`config.mk`:
```
export PLATFORM = sky130hd
export DESIGN_NAME = spi_master_arbiter
export DESIGN_NICKNAME = d
export VERILOG_FILES = /design/src/rtl/spi_master_arbiter.sv
export SDC_FILE = /design/constraint.sdc
export NUM_CORES = 1
export LEC_CHECK = 0
export ABC_CLOCK_PERIOD_IN_PS = 2900
export BUFFER_PORTS_ARGS = -buffer_cell sky130_fd_sc_hd__buf_2
export CORE_ASPECT_RATIO = 2
export CORE_MARGIN = 2
export CORE_UTILIZATION = 50
export DETAILED_ROUTE_END_ITERATION = 8
export PLACE_DENSITY = 0.85
export SLEW_MARGIN = 0
export SYNTH_ARGS = -nofsm -noshare
export SYNTH_HDL_FRONTEND = slang
export SYNTH_SLANG_ARGS = --single-unit
```
`constraint.sdc`:
```
create_clock -name pro_clk -period 2.9 [get_ports pro_clk]
set_input_delay 0.145 -clock pro_clk [delete_from_list [all_inputs] [get_ports pro_clk]]
set_output_delay 0.145 -clock pro_clk [all_outputs]
set_load 0.05 [all_outputs]
```
`src/rtl/spi_master_arbiter.sv`:
```
// spi_master_arbiter
// Round-robin arbiter and transaction sequencer. It shares one SPI_Master host-bus
// port among NREQ requesters. Each grant runs one byte transfer:
//   write ctrl -> write txdata -> settle -> poll status[0] -> read rxdata -> done.
// Optional feature macro: SPI_ARB_TIMEOUT_EN. When it is defined, polling is bounded
// to TIMEOUT_CYC cycles and an abort is flagged with err. When it is undefined,
// polling is unbounded and err is tied low.
module spi_master_arbiter #(
    parameter int NREQ        = 4,
    parameter int SETTLE_CYC  = 3,
    parameter int TIMEOUT_CYC = 4096
) (
    input  logic              pro_clk,
    input  logic              rst_n,
    input  logic [NREQ-1:0]   req,
    input  logic [8*NREQ-1:0] req_cfg,
    input  logic [8*NREQ-1:0] req_txdata,
    output logic [NREQ-1:0]   gnt,
    output logic              done,
    output logic [7:0]        rxdata,
    output logic              err,
    output logic              busy,
    output logic              CS,
    output logic              WR,
    output logic              RD,
    output logic [1:0]        addr,
    output logic [7:0]        bus_wdata,
    input  logic [7:0]        bus_rdata
);

    localparam int IW = (NREQ > 1) ? $clog2(NREQ) : 1;
    localparam int CW = $clog2(SETTLE_CYC + 1);

    localparam logic [3:0] S_IDLE   = 4'd0;
    localparam logic [3:0] S_WCTL   = 4'd1;
    localparam logic [3:0] S_WTX    = 4'd2;
    localparam logic [3:0] S_SETTLE = 4'd3;
    localparam logic [3:0] S_PRD1   = 4'd4;
    localparam logic [3:0] S_PRD2   = 4'd5;
    localparam logic [3:0] S_PGAP   = 4'd6;
    localparam logic [3:0] S_RRD1   = 4'd7;
    localparam logic [3:0] S_RRD2   = 4'd8;
    localparam logic [3:0] S_DONE   = 4'd9;

    logic [3:0]      state_reg, state_next;
    logic [CW-1:0]   settle_reg, settle_next;
    logic [IW-1:0]   ptr_reg;
    logic [IW-1:0]   idx_reg;
    logic [7:0]      tx_reg;
    logic [NREQ-1:0] gnt_reg;
    logic            done_reg;
    logic            busy_reg;
    logic [7:0]      rxdata_reg;
    logic            cs_reg, wr_reg, rd_reg;
    logic [1:0]      addr_reg;
    logic [7:0]      wdata_reg;

    logic            cs_next, wr_next, rd_next;
    logic [1:0]      addr_next;
    logic [7:0]      wdata_next;

    logic [IW-1:0]   sel_idx;
    logic            sel_hit;
    logic [NREQ-1:0] sel_onehot;
    logic [7:0]      cfg_arr [NREQ];
    logic [7:0]      tx_arr  [NREQ];

`ifdef SPI_ARB_TIMEOUT_EN
    localparam logic [15:0] TMO_LAST = 16'(TIMEOUT_CYC - 1);
    logic [15:0] tmo_reg, tmo_next;
    logic        timed_out;
    logic        err_reg;
`endif

    // Unpack the flat per-requester buses and build the one-hot form of the selection
    generate
        for (genvar gi = 0; gi < NREQ; gi++) begin : g_lane
            assign cfg_arr[gi]    = req_cfg[8*gi +: 8];
            assign tx_arr[gi]     = req_txdata[8*gi +: 8];
            assign sel_onehot[gi] = (sel_idx == IW'(gi));
        end
    endgenerate

    // Round-robin pick: first set request at or above the pointer, wrapping modulo NREQ.
    // The loop walks down, so the smallest offset from the pointer is written last and wins.
    always_comb begin
        int pos;
        pos     = 0;
        sel_idx = '0;
        sel_hit = 1'b0;
        for (int k = NREQ - 1; k >= 0; k--) begin
            pos = int'(ptr_reg) + k;
            if (pos >= NREQ) begin
                pos = pos - NREQ;
            end
            if (req[pos]) begin
                sel_idx = IW'(pos);
                sel_hit = 1'b1;
            end
        end
    end

    // Sequencer next-state and settle countdown
    always_comb begin
        state_next  = state_reg;
        settle_next = settle_reg;
`ifdef SPI_ARB_TIMEOUT_EN
        timed_out   = 1'b0;
`endif
        case (state_reg)
            S_IDLE:   if (sel_hit) state_next = S_WCTL;
            S_WCTL:   state_next = S_WTX;
            S_WTX: begin
                state_next  = S_SETTLE;
                settle_next = CW'(SETTLE_CYC - 1);
            end
            S_SETTLE: begin
                if (settle_reg == '0) begin
                    state_next = S_PRD1;
                end else begin
                    settle_next = settle_reg - 1'b1;
                end
            end
            S_PRD1:   state_next = S_PRD2;
            S_PRD2:   state_next = bus_rdata[0] ? S_RRD1 : S_PGAP;
            S_PGAP:   state_next = S_PRD1;
            S_RRD1:   state_next = S_RRD2;
            S_RRD2:   state_next = S_DONE;
            S_DONE:   state_next = S_IDLE;
            default:  state_next = S_IDLE;
        endcase
`ifdef SPI_ARB_TIMEOUT_EN
        // The poll budget is exhausted on the TIMEOUT_CYC-th cycle in the poll loop
        if ((state_reg == S_PRD1 || state_reg == S_PRD2 || state_reg == S_PGAP) &&
            tmo_reg == TMO_LAST) begin
            state_next = S_DONE;
            timed_out  = 1'b1;
        end
`endif
    end

`ifdef SPI_ARB_TIMEOUT_EN
    // Poll-cycle counter: zero while settling, counts each cycle of the poll loop
    always_comb begin
        tmo_next = tmo_reg;
        if (state_reg == S_SETTLE) begin
            tmo_next = '0;
        end else if (state_reg == S_PRD1 || state_reg == S_PRD2 || state_reg == S_PGAP) begin
            tmo_next = tmo_reg + 16'd1;
        end
    end
`endif

    // Bus strobes decoded from the upcoming state, so the outputs come straight from flops
    always_comb begin
        cs_next    = 1'b0;
        wr_next    = 1'b0;
        rd_next    = 1'b0;
        addr_next  = 2'b00;
        wdata_next = 8'h00;
        case (state_next)
            S_WCTL: begin
                cs_next    = 1'b1;
                wr_next    = 1'b1;
                addr_next  = 2'b00;
                wdata_next = cfg_arr[sel_idx];   // WCTL is entered only from IDLE
            end
            S_WTX: begin
                cs_next    = 1'b1;
                wr_next    = 1'b1;
                addr_next  = 2'b10;
                wdata_next = tx_reg;
            end
            S_PRD1, S_PRD2: begin
                cs_next   = 1'b1;
                rd_next   = 1'b1;
                addr_next = 2'b01;
            end
            S_RRD1, S_RRD2: begin
                cs_next   = 1'b1;
                rd_next   = 1'b1;
                addr_next = 2'b11;
            end
            default: ;
        endcase
    end

    // State, grant, pointer and registered outputs
    always_ff @(posedge pro_clk or negedge rst_n) begin
        if (!rst_n) begin
            state_reg  <= S_IDLE;
            settle_reg <= '0;
            ptr_reg    <= '0;
            idx_reg    <= '0;
            tx_reg     <= 8'h00;
            gnt_reg    <= '0;
            done_reg   <= 1'b0;
            busy_reg   <= 1'b0;
            rxdata_reg <= 8'h00;
            cs_reg     <= 1'b0;
            wr_reg     <= 1'b0;
            rd_reg     <= 1'b0;
            addr_reg   <= 2'b00;
            wdata_reg  <= 8'h00;
        end else begin
            state_reg  <= state_next;
            settle_reg <= settle_next;
            done_reg   <= (state_next == S_DONE);
            busy_reg   <= (state_next != S_IDLE);
            cs_reg     <= cs_next;
            wr_reg     <= wr_next;
            rd_reg     <= rd_next;
            addr_reg   <= addr_next;
            wdata_reg  <= wdata_next;
            if (state_reg == S_IDLE && sel_hit) begin
                idx_reg <= sel_idx;
                tx_reg  <= tx_arr[sel_idx];
                gnt_reg <= sel_onehot;
            end
            if (state_reg == S_RRD2) begin
                rxdata_reg <= bus_rdata;
            end
            if (state_reg == S_DONE) begin
                gnt_reg <= '0;
                ptr_reg <= (idx_reg == IW'(NREQ - 1)) ? '0 : idx_reg + 1'b1;
            end
        end
    end

`ifdef SPI_ARB_TIMEOUT_EN
    // Timeout counter and the err pulse that accompanies an aborted done
    always_ff @(posedge pro_clk or negedge rst_n) begin
        if (!rst_n) begin
            tmo_reg <= '0;
            err_reg <= 1'b0;
        end else begin
            tmo_reg <= tmo_next;
            err_reg <= timed_out;
        end
    end
    assign err = err_reg;
`else
    assign err = 1'b0;
`endif

    assign gnt       = gnt_reg;
    assign done      = done_reg;
    assign rxdata    = rxdata_reg;
    assign busy      = busy_reg;
    assign CS        = cs_reg;
    assign WR        = wr_reg;
    assign RD        = rd_reg;
    assign addr      = addr_reg;
    assign bus_wdata = wdata_reg;

endmodule

```
Word level (Yosys, flattened, before mapping)
Index checks and enable logic that the tools add are counted.
Widths: inputs -> output; s select.

word-level totals
  logic and storage cells = 111
  output and inout port bits = 28
  bits in registers = 45
  input port bits = 78

operators by class
  magnitude comparators = 9
  add/subtract/negate cells = 9
  eq/ne operators = 21
  reduce and logical (&&, ||, !) cells = 13
  multiplexer cells = 44
  bitwise operators = 1

operator list
  kind                 count
  $lt 32x4->1 const B  4
  $mux 32              4
  $pmux 4 s9           1
  $bmux 8 s2           2
  $mux 8               4
  $eq 4x3->1 const B   7
  $eq 4x4->1 const B   4
  $mux 1               16
  $mux 4               4
  $pmux 8 s2           1
  $eq 4x2->1 const B   3
  $ge 3x3->1 const B   4
  $mux 2               6
  $sub 3x3->4 const B  3
  $bmux 1 s2           4
  $eq 4x1->1 const B   2
  $add 2x2->3 const B  2
  $eq 2x2->1 const B   3
  $pmux 2 s3           1
  $reduce_or 2->1      3
  $reduce_or 6->1      1
  $logic_not 2->1      2
  $logic_not 4->1      1
  $pmux 2 s2           1
  other kinds (13)     14

Longest topological paths before layout
Gate-level depths: netlist of run 1.

  word-level depth = 15
  depth in mapped cells = 7
  mapped depth without buffers = 7

Least setup slack after synthesis of run 1
No wires, ideal clock.

  path type = in2reg
  start = in req[1]
  end = reg busy_reg, in the netlist busy
  data required time = 2.762 ns
  cell stages on the path = 5
  library setup time = 0.138 ns
  arrival time = 1.720 ns
  buffers on the path = 0
  path slack = 1.042 ns
  path through = or4_4 or4_1 nand4_1 inv_2 or4_1

on the way
  word-level cells in the longest chain between the ends = 10
  elaborated cells between the ends (all ways) = 19
  classes of those cells = mux (18); reduce/logical (1)

RTL lines
  item                                        line  source
  start: declaration                          15    input logic [NREQ-1:0] req,
  $bmux 1 s2                                  96    if (req[pos]) begin
  $mux 1 (implied by the code) (2 in series)  96
  $mux 1 (3 in series)                        96
  $mux 1 (*)                                  96
  $mux 4 (*)                                  111   S_IDLE: if (sel_hit) state_next = S_WCTL;
  $pmux 4 s9 (*)                              110   case (state_reg)
  via state_next[0]                           45    logic [3:0] state_reg, state_next;
  $reduce_bool 4->1 (*)                       209   busy_reg <= (state_next != S_IDLE);
  end signal: assignment                      209
  end: declaration                            52    logic busy_reg;

The timed path passes the listed nets; every way through them passes the cells marked *. The select of a mux whose other input is x is not followed.
A chain may end at the register's enable or synchronous reset.

Worst setup path after layout of run 1
  start = reg state_reg[1]
  end = reg tx_reg[7]

on the way
  word-level cells in the longest chain between the ends = 2

RTL lines
  item                      line  source
  start: declaration        45
  start signal: assignment  206   state_reg <= state_next;
  $logic_not 4->1           215   if (state_reg == S_IDLE && sel_hit) begin
  $logic_and 1x1->1         215
  end signal: assignment    217   tx_reg <= tx_arr[sel_idx];
  end: declaration          49    logic [7:0] tx_reg;

No other way between the ends.

==> impl_metrics.json, run 1 <==
{
  "failed_checks": "hold timing",
  "largest_area_contributor_in_the_synthesized_netlist": "dfrtp_1",
  "critPathTopFamily": "simple AND/OR/NAND/NOR gates",
  "grt.overflow.total": 0,
  "antenna_cells": 0,
  "ioPinCount": 106,
  "critical_path.max_stage_delay_ps": 530,
  "synth_top_area_share_pct": 49.4,
  "numCtsBuffers": 5,
  "synthesis.instances": 216,
  "yosys.area_share.adder_pct": 1.10,
  "worst-r2r-setup-slack_ps": 670,
  "layout_min_cycle_time_ps": 2230,
  "grt_total_usage_pct": 24.2,
  "gp_routability_congestion": 0.882,
  "first_pass_iters": 4,
  "synth_area_sq_um": 2280,
  "synth_seq_cells": 45,
  "worst-path-max-fanout": 14,
  "crit_required_ps": 3080,
  "endpoint_kind": "flip-flop",
  "min-delay-path-class": "in2async",
  "clk_transition_reported_paths_ps": 90,
  "cell_repeated_most_along_the_worst_path": "a211oi_1",
  "number_of_antenna_violations_at_the_first_check_in_global_routing": 0,
  "yosys.cell_count.top_type": "dfrtp_1",
  "routed-via-count": 2114,
  "cts_resized": 0,
  "rr_endpoint": "tx_reg[7]",
  "gr-max-usage-layer": "met2",
  "coreArea_sq_um": 4380,
  "place_hpwl_mm": 4.64,
  "detail_route.wl_per_cell_microns": 15.6,
  "cp_cell_sequence": "nor2_1 > and3_1 > o21ai_1 > buf_4 > a211oi_1 > a211oi_1",
  "main_combinational_cell_family_by_area_after_synthesis": "multiplexers",
  "postCtsHoldBufs": 0,
  "max-clock-path-buffers": 2,
  "placedInstanceArea_sq_um": 2880,
  "sum_of_buffers_and_inverters_on_the_critical_path": 1,
  "setup-tns-final_ps": 0,
  "synth_sequential_area_ratio_pct": 49.4,
  "worstPathArrival_ps": 2410,
  "synth-edff-count": 0,
  "drt_wl_total_mm": 5.87,
  "floorplan.initialDensity_pct": 52.1,
  "power.total_mw": 3.05,
  "final_area_sq_um": 2990,
  "preCtsSetupSlack_ps": 750,
  "fin_nets": 400,
  "fillers": 354,
  "worst_slew_pin_slew_ps": 964,
  "place.port_buffers": 104,
  "synth_compound_gate_area_share_pct": 14.8,
  "ys.warnings.count": 0,
  "clk-insertion-delay-late_ps": 300,
  "first_global_vias": 2061,
  "grt_setup_unrepaired": "false",
  "synth-main-ff-cell": "dfrtp_1",
  "fraction_of_met2_tracks_used_by_global_routing_pct": 45.0,
  "global_route.usage.met1_pct": 25.9,
  "fin_ws_ps": 674,
  "chipWidth_microns": 51.8,
  "initialDrtViolationCount": 49,
  "buffer_count_from_post_cts_setup_fixing": 0,
  "asyncSetResetFlopFracSynth_pct": 100,
  "power.density_nw_per_um2": 1020,
  "synth_cell_types": 39,
  "outcome": "finished with violations",
  "tritoncts": "built",
  "cp.depth": 6,
  "met3_usage_pct": 3.00,
  "setup_viol": 0,
  "hold-worst-slack_ps": -9.29,
  "period_share_pct": 76.8,
  "power_leakage_nw": 1.62,
  "ir_worst_vdd_mv": 0.691,
  "postSynthNetCount": 296,
  "syn-mean-instance-area_sq_um": 10.6,
  "synthTopCellsByCount": "dfrtp_1 (45), mux2i_1 (28), nand2_1 (19)",
  "grt_start_max_net_pins": 46,
  "area.growth.synth_to_final_pct": 31.3,
  "route.detailed.drc": 0,
  "critPathSlowestCell": "dfrtp_1",
  "global_route_wire_length_before_repair_mm": 9.31,
  "r2r-start": "state_reg[1]",
  "finalMaxSlewViolations": 0,
  "timing.clock.skew_ps": 4.94,
  "r2r_cells": 6,
  "criticalPathCategory": "reg2reg",
  "design.die.area_sq_um": 5150,
  "ant_nets": 0,
  "dieHeight_microns": 99.5,
  "synthSimpleGateAreaFrac_pct": 14.4,
  "peak_freq_mhz": 449,
  "synthTopCellsByArea": "dfrtp_1 (49%), mux2i_1 (12%), a211oi_1 (4.6%)",
  "synthXorXnorAreaFrac_pct": 0,
  "synthMuxAreaShare_pct": 16.7,
  "floorplan.rows": 34,
  "cts_htree_levels": 2,
  "worst_slew_margin_rel_pct": 35.7,
  "hold_viol_final": 14,
  "setup.worst_path.start_class": "flip-flop",
  "clk_root_buffer_cell": "clkbuf_8",
  "tritoncts_num_sinks": 45,
  "cap_viol_max_count": 0,
  "viasPerCell": 5.64,
  "layout-drive-gt1-share_pct": 41.7
}
==> metal layers <==
layer	up-vias	part of all wire [%]
li1	1000	-
met1	1026	34
met2	76	59
met3	12	4.5
met4	0	2.7
met5	-	0
==> worst max-delay path by stage <==
stage / endpoint / startpoint
after global placement: tx_reg[0] / req[1]
after CTS: tx_reg[7] / state_reg[1]
after detailed placement: tx_reg[7] / state_reg[2]
after global routing: tx_reg[3] / state_reg[1]
after floorplan: busy / req[1]
final: tx_reg[7] / state_reg[1]
==> placed cells by master, fill, tap and decap left out, drive strengths merged, types with 6 or more instances in the layout <==
cell and n:
o21ai 10, mux2 9, and3 7, dfrtp 45, inv 6, nand2 19
nor2 12, buf 110, o221ai 8, nand3 6, mux2i 28, a211oi 14
==> final cells by class <==
cell class / count / area (sq um) / area share, %
Clock buffer: 5 / 68.8 / 2.30
Sequential cell: 45 / 1130 / 37.6
Multi-Input combinational cell: 152 / 1080 / 36.2
Tap cell: 54 / 67.6 / 2.26
Timing Repair Buffer: 110 / 578 / 19.3
Inverter: 6 / 22.5 / 0.752
Clock inverter: 3 / 46.3 / 1.55
==> where the power goes <==
part	switching, mW	total, mW	internal (mW)
Combinational	0.978	1.52	0.544
Clock	0.217	0.474	0.258
Sequential	0.184	1.05	0.868
Total	1.38	3.05	1.67
==> logic make-up (layout without fill, tap and decap cells) <==
| group | Yosys count | in the layout |
|---|---|---|
| AOI/OAI and AO/OA | 48 | 48 |
| adders and majority gates | 2 | 2 |
| buffers and inverters | 19 | 124 |
| DFF | 45 | 45 |
| muxes | 37 | 37 |
| other | 1 | 1 |
| and+or+nand+nor | 64 | 64 |
==> per-stage QoR <==
stage          utilization [%]  std cells
3_3_place_gp              65.7        367
5_1_grt                   68.3        375
2_1_floorplan                -        216
6_report                  68.3        375
3_5_place_dp              65.7        367
4_1_cts                   68.3        375
Note: power is estimated with default switching activity, not from simulation.
==> run 2, diff against run 1 <==
Settings changed: ABC_AREA from default to 1, ABC_CLOCK_PERIOD_IN_PS 2900 to 2000, CORE_UTILIZATION 50 to 44, PLACE_DENSITY 0.85 to 0.76.
Clock period 2.9 ns to 2 ns, I/O delays scaled along.
==> run 2 against run 1 <==
Against the previous run:
- the flow now finishes without violations
- non-clock buffer count increased by 11
- worst setup slack got worse by 630 ps
- sequential share of layout area decreased by 7.6 points
- combinational power increased to 3.4 times the previous value
- cell area increased by 26%
- highest routed layer unchanged
==> impl_metrics.json, run 2 <==
{
  "outcome": "completed",
  "area.growth.synth_to_final_pct": 39.5,
  "min-delay-path-class": "in2reg",
  "worstPathArrival_ps": 2130,
  "asyncSetResetFlopFracSynth_pct": 100,
  "grt_start_max_net_pins": 36,
  "grt.overflow.total": 0,
  "route.detailed.drc": 0,
  "worst-path-max-fanout": 8,
  "switching_power_summed_over_all_nets_mw": 3.91,
  "tritoncts": "built",
  "layout_min_cycle_time_ps": 1960,
  "fillers": 545,
  "clk_root_buffer_cell": "clkbuf_16",
  "comb_power_share_pct": 66.5,
  "first_pass_iters": 4,
  "floorplan.initialDensity_pct": 45.3,
  "intPower_mw": 3.77,
  "setup_viol": 0,
  "peak_freq_mhz": 511,
  "period_share_pct": 97.9,
  "cp_cell_sequence": "buf_6 > nand2_2 > and2_4 > nand2_4 > nand2_2 > inv_4 > nand3_4 > clkbuf_16 > nand3_1 > nand2_1 > nand2_1 > nand2_1 > nand2_1 > nand2_1",
  "synth-main-ff-cell": "dfrtp_1",
  "place_hpwl_mm": 5.32,
  "worst-r2r-setup-slack_ps": 40,
  "detail_route.wl_per_cell_microns": 13.8,
  "finalMaxSlewViolations": 0,
  "timing.clock.skew_ps": 5.13,
  "holdPathEnd": "rxdata[2]",
  "power.sequential.fraction_pct": 19.8,
  "yosys.cell_count.top_type": "nand2_1",
  "criticalPathCategory": "reg2reg",
  "power.density_nw_per_um2": 2040,
  "synthesis.instances": 389,
  "yosys.area_share.adder_pct": 0.929,
  "place.port_buffers": 104,
  "max-clock-path-buffers": 2,
  "ir_worst_vdd_mv": 1.22,
  "clk_transition_reported_paths_ps": 60,
  "viasPerCell": 5.18,
  "post-route-util_pct": 63.1,
  "grt_setup_unrepaired": "true",
  "rr_endpoint": "tx_reg[3]",
  "endpoint_kind": "flip-flop",
  "routed-via-count": 2926,
  "synthMuxAreaShare_pct": 0,
  "final_cell_count_no_fill": 565,
  "global_route_wire_length_before_repair_mm": 11.2,
  "number_of_antenna_violations_at_the_first_check_in_global_routing": 0,
  "chipWidth_microns": 59.3,
  "cap_viol_max_count": 0,
  "worst_slew_margin_rel_pct": 58.9,
  "preCtsSetupSlack_ps": -7.21,
  "critPathSlowestCell": "dfrtp_2",
  "synth_sequential_area_ratio_pct": 41.8,
  "power.total_mw": 7.67,
  "numCtsBuffers": 5,
  "postSynthNetCount": 469,
  "min_path_cells": 3,
  "drt_wl_total_mm": 7.80,
  "critPathTopFamily": "simple AND/OR/NAND/NOR gates",
  "hold_path_origin": "bus_rdata[2]",
  "cell_repeated_most_along_the_worst_path": "nand2_1",
  "crit_required_ps": 2170,
  "synth-edff-count": 0,
  "ioPinCount": 106,
  "synthXorXnorAreaFrac_pct": 0.325,
  "cts_htree_levels": 2,
  "tritoncts_num_sinks": 45,
  "first_global_vias": 2746,
  "dp.cells": 549,
  "layout-drive-gt1-share_pct": 32.3,
  "synthTopCellsByCount": "nand2_1 (217), dfrtp_1 (45), nand3_1 (41)",
  "initialDrtViolationCount": 97,
  "r2r-start": "ptr_reg[0]",
  "critical_path.max_stage_delay_ps": 440,
  "r2r_cells": 14,
  "design.die.area_sq_um": 6810,
  "synth_cell_types": 32,
  "clk-insertion-delay-late_ps": 280,
  "hold_viol_final": 0,
  "synth_seq_cells": 45,
  "synth_area_sq_um": 2700,
  "main_combinational_cell_family_by_area_after_synthesis": "simple AND/OR/NAND/NOR gates",
  "sum_of_buffers_and_inverters_on_the_critical_path": 3,
  "mostFrequentLayoutCell": "nand2_1",
  "switching_share_pct": 50.9,
  "synthSimpleGateAreaFrac_pct": 43.7,
  "power.clock.fraction_pct": 13.6,
  "final_cell_mix": "nand2_1 (211), buf_2 (104), dfrtp_1 (43)",
  "grt_total_usage_pct": 20.9,
  "synth_top_area_share_pct": 41.8,
  "worst_slew_pin_slew_ps": 614,
  "floorplan.rows": 40,
  "largest_area_contributor_in_the_synthesized_netlist": "dfrtp_1",
  "setup.worst_path.start_class": "flip-flop",
  "fin_ws_ps": 41.4,
  "dieHeight_microns": 115,
  "ant_nets": 0,
  "synth_compound_gate_area_share_pct": 5.62,
  "fin_nets": 581,
  "power_leakage_nw": 2.20,
  "coreArea_sq_um": 5960,
  "ys.warnings.count": 0,
  "gp_routability_congestion": 0.859,
  "antenna_cells": 0,
  "syn-mean-instance-area_sq_um": 6.93,
  "synthTopCellsByArea": "dfrtp_1 (42%), nand2_1 (30%), nand3_1 (7.6%)"
}
## run 2: cell families after synthesis
logic type	count (synthesis)
AO/OA/AOI/OAI	20
XOR/XNOR	1
adder cells (fa/ha/maj)	2
buffers and inverters	39
flip-flops	45
other	1
AND/OR/NAND/NOR	281
## run 2: tightest hold or removal path: stages
cell and delay, ps:
buf_2 80, nand2_1 40, nand2_1 50
## run 2: repair_timing
item	in CTS	in global routing
gates cloned	0	5
hold endpoints to repair	23	0
setup endpoints to repair	12	19
pin swaps	0	16
resized for setup	1	34
buffers inserted	0	2
hold buffers	1	0
## run 2: cell type report
cell class	count	area [sq um]	share of cell area (%)
tap	63	78.8	2.10
multi-input combinational	306	1510	40.1
sequential	45	1130	30.0
inverter	22	85.1	2.26
clock inverter	3	65.1	1.73
timing repair buffer	121	769	20.5
clock buffer	5	125	3.33
## run 2: through the flow
stage	TNS (ps)	area (sq um)	hold slack [ps]
floorplan	0	2700	-196
global placement	0	3290	-32.1
detailed placement	-8.81	3290	-35.2
CTS	0	3490	19.7
global route	-636	3760	24.3
finish	0	3760	24.2
## run 2: worst max-delay path by stage
stage                     from         to  slack (ps)  depth (start not counted)
floorplan           ptr_reg[0]  tx_reg[6]         310                         14
global placement    ptr_reg[0]  tx_reg[2]          70                         15
detailed placement  ptr_reg[0]  tx_reg[2]          -7                         15
CTS                 ptr_reg[0]  tx_reg[6]          50                         15
global route        ptr_reg[0]  tx_reg[5]         -70                         14
finish              ptr_reg[0]  tx_reg[3]          40                         14
## run 2: routing by layer
layer	routed length (microns)	global-route usage [%]
met1	2760	21.8
met4	254	9.24
met3	380	2.71
met2	4410	39.3
met5	0	0
## run 2: power by group through the flow
| stage | registers [mW] | clock network, mW | logic (mW) |
|---|---|---|---|
| finish | 1.52 | 1.05 | 5.11 |
| global route | 1.56 | 1.10 | 5.60 |
| CTS | 1.51 | 1.05 | 4.35 |
| detailed placement | 1.52 | 0 | 4.33 |
| global placement | 1.51 | 0 | 4.26 |
| floorplan | 2.17 | 0 | 2.79 |
==> run 3, diff against run 2 <==
Settings changed: ABC_AREA 1 to default, CORE_UTILIZATION 44 to 42.
==> run 3 against run 2 <==
Against the previous run:
- sequential cell count stayed put
- cell area shrank 19%
- power decreased by 44%
- global-route usage is 2.8 points lower
- clock skew rose by 0.61 ps
- die area shrank 11%
- clock-buffer cell count unchanged
- via count decreased by 30%
- largest cell class is now flip-flops and latches
- critical path type unchanged
- critical path depth fell by 11
- first-iteration DRC count shrank 34%
- hold slack better by 12 ps
==> impl_metrics.json, run 3 (synthesized netlist as in run 1, its figures left out) <==
{
  "number_of_antenna_violations_at_the_first_check_in_global_routing": 0,
  "gp_routability_congestion": 0.795,
  "preCtsSetupSlack_ps": -25.5,
  "routed-via-count": 2042,
  "worst_slew_margin_rel_pct": 36.2,
  "dieHeight_microns": 108,
  "ant_nets": 0,
  "ir_worst_vdd_mv": 1.18,
  "buffer_count_from_post_cts_setup_fixing": 0,
  "drt_wl_total_mm": 5.28,
  "floorplan.initialDensity_pct": 42.8,
  "setup_viol": 0,
  "period_share_pct": 91.0,
  "place_hpwl_mm": 4.19,
  "clk-insertion-delay-late_ps": 290,
  "worst-r2r-setup-slack_ps": 180,
  "mostFrequentLayoutCell": "buf_2",
  "max-clock-path-buffers": 2,
  "worst_slew_pin_slew_ps": 957,
  "ioPinCount": 106,
  "tritoncts_num_sinks": 45,
  "hold_viol_final": 0,
  "clk_transition_reported_paths_ps": 80,
  "floorplan.rows": 38,
  "grt_setup_unrepaired": "false",
  "finalMaxSlewViolations": 0,
  "min-delay-path-class": "in2reg",
  "layout-drive-gt1-share_pct": 42.9,
  "detail_route.wl_per_cell_microns": 13.6,
  "crit_required_ps": 2180,
  "min_path_cells": 2,
  "peak_freq_mhz": 549,
  "r2r-start": "state_reg[0]",
  "rr_endpoint": "ptr_reg[1]",
  "grt.overflow.total": 0,
  "layout_min_cycle_time_ps": 1820,
  "setup.worst_path.start_class": "flip-flop",
  "numCtsBuffers": 5,
  "fillers": 461,
  "endpoint_kind": "flip-flop",
  "power.density_nw_per_um2": 1420,
  "route.detailed.drc": 0,
  "area.growth.synth_to_final_pct": 33.2,
  "final_cell_mix": "buf_2 (104), dfrtp_1 (45), mux2i_1 (28)",
  "grt_start_max_net_pins": 46,
  "power_leakage_nw": 1.64,
  "setup-tns-final_ps": 0,
  "chipWidth_microns": 56.1,
  "multi_input_comb_area_sq_um": 1080,
  "initialDrtViolationCount": 64,
  "tritoncts": "built",
  "hold_path_origin": "bus_rdata[4]",
  "grt_total_usage_pct": 18.2,
  "coreArea_sq_um": 5330,
  "clk_root_buffer_cell": "clkbuf_8",
  "r2r_cells": 3,
  "global_route_wire_length_before_repair_mm": 8.85,
  "worst-path-max-fanout": 9,
  "timing.clock.skew_ps": 5.73,
  "first_pass_iters": 4,
  "cap_viol_max_count": 0,
  "criticalPathCategory": "reg2reg",
  "seq_area_sq_um": 1130,
  "fin_nets": 408,
  "worstPathArrival_ps": 2000,
  "viasPerCell": 5.25,
  "fin_ws_ps": 180,
  "holdPathEnd": "rxdata[4]",
  "outcome": "completed",
  "design.die.area_sq_um": 6070,
  "antenna_cells": 0,
  "place.port_buffers": 104,
  "cts_htree_levels": 2,
  "first_global_vias": 1936
}
-- run 3: layout make-up --
cell class	instances	area share, %
Inverter	6	0.741
Clock buffer	5	2.26
Tap cell	60	2.47
Timing Repair Buffer	118	21.1
Clock inverter	3	0.741
Sequential cell	45	37.1
Multi-Input combinational cell	152	35.7
-- run 3: critical path: stages (launching register included) --
cell     delay [ps]
dfrtp_1         510
inv_1           110
or4b_2          780
mux2_2          310
-- run 3: report_power, final --
group | leakage [nW] | internal (mW) | total [mW] | switching, mW
combinational | 1.03 | 0.849 | 2.30 | 1.45
clock | 0.0364 | 0.245 | 0.543 | 0.298
sequential | 0.567 | 1.26 | 1.46 | 0.199
total | 1.64 | 2.35 | 4.30 | 1.95
-- run 3: how the worst max path moves through the flow --
| stage | from | to | slack, ps | cells after the start |
|---|---|---|---|---|
| 3_3_place_gp | req[1] | busy | 20 | 6 |
| 3_5_place_dp | req[1] | busy | -30 | 6 |
| 2_1_floorplan | state_reg[0] | ptr_reg[1] | 170 | 5 |
| 4_1_cts | state_reg[0] | rxdata[2] | 80 | 5 |
| 6_report | state_reg[0] | ptr_reg[1] | 180 | 3 |
| 5_1_grt | state_reg[0] | tx_reg[5] | 20 | 7 |
-- run 3: timing repair --
item,4_1_cts,5_1_grt
hold buffers,1,0
resized for setup,0,1
hold endpoints to repair,45,0
endpoints found under the setup margin,0,8
-- run 3: layer usage --
metal  global-route usage, %  up-vias  share of wire [%]
met5                       0        -                  0
li1                        -     1021                  -
met2                    29.2       97                 48
met1                    24.7      919                 42
met3                    3.23        5                8.9
met4                    6.12        0                1.3
-- run 3: metrics by stage --
step                      instance area, sq um  instances  power [mW]  hold slack (ps)  util, %
after floorplan                           2280        216        3.13             -196        -
after global placement                    2930        380        3.70              292     55.1
after detailed placement                  2930        380        3.79              301     55.1
after CTS                                 3030        389        4.34             29.5     57.0
after global routing                      3040        389        4.64             29.1     57.1
final                                     3040        389        4.30             36.5     57.1
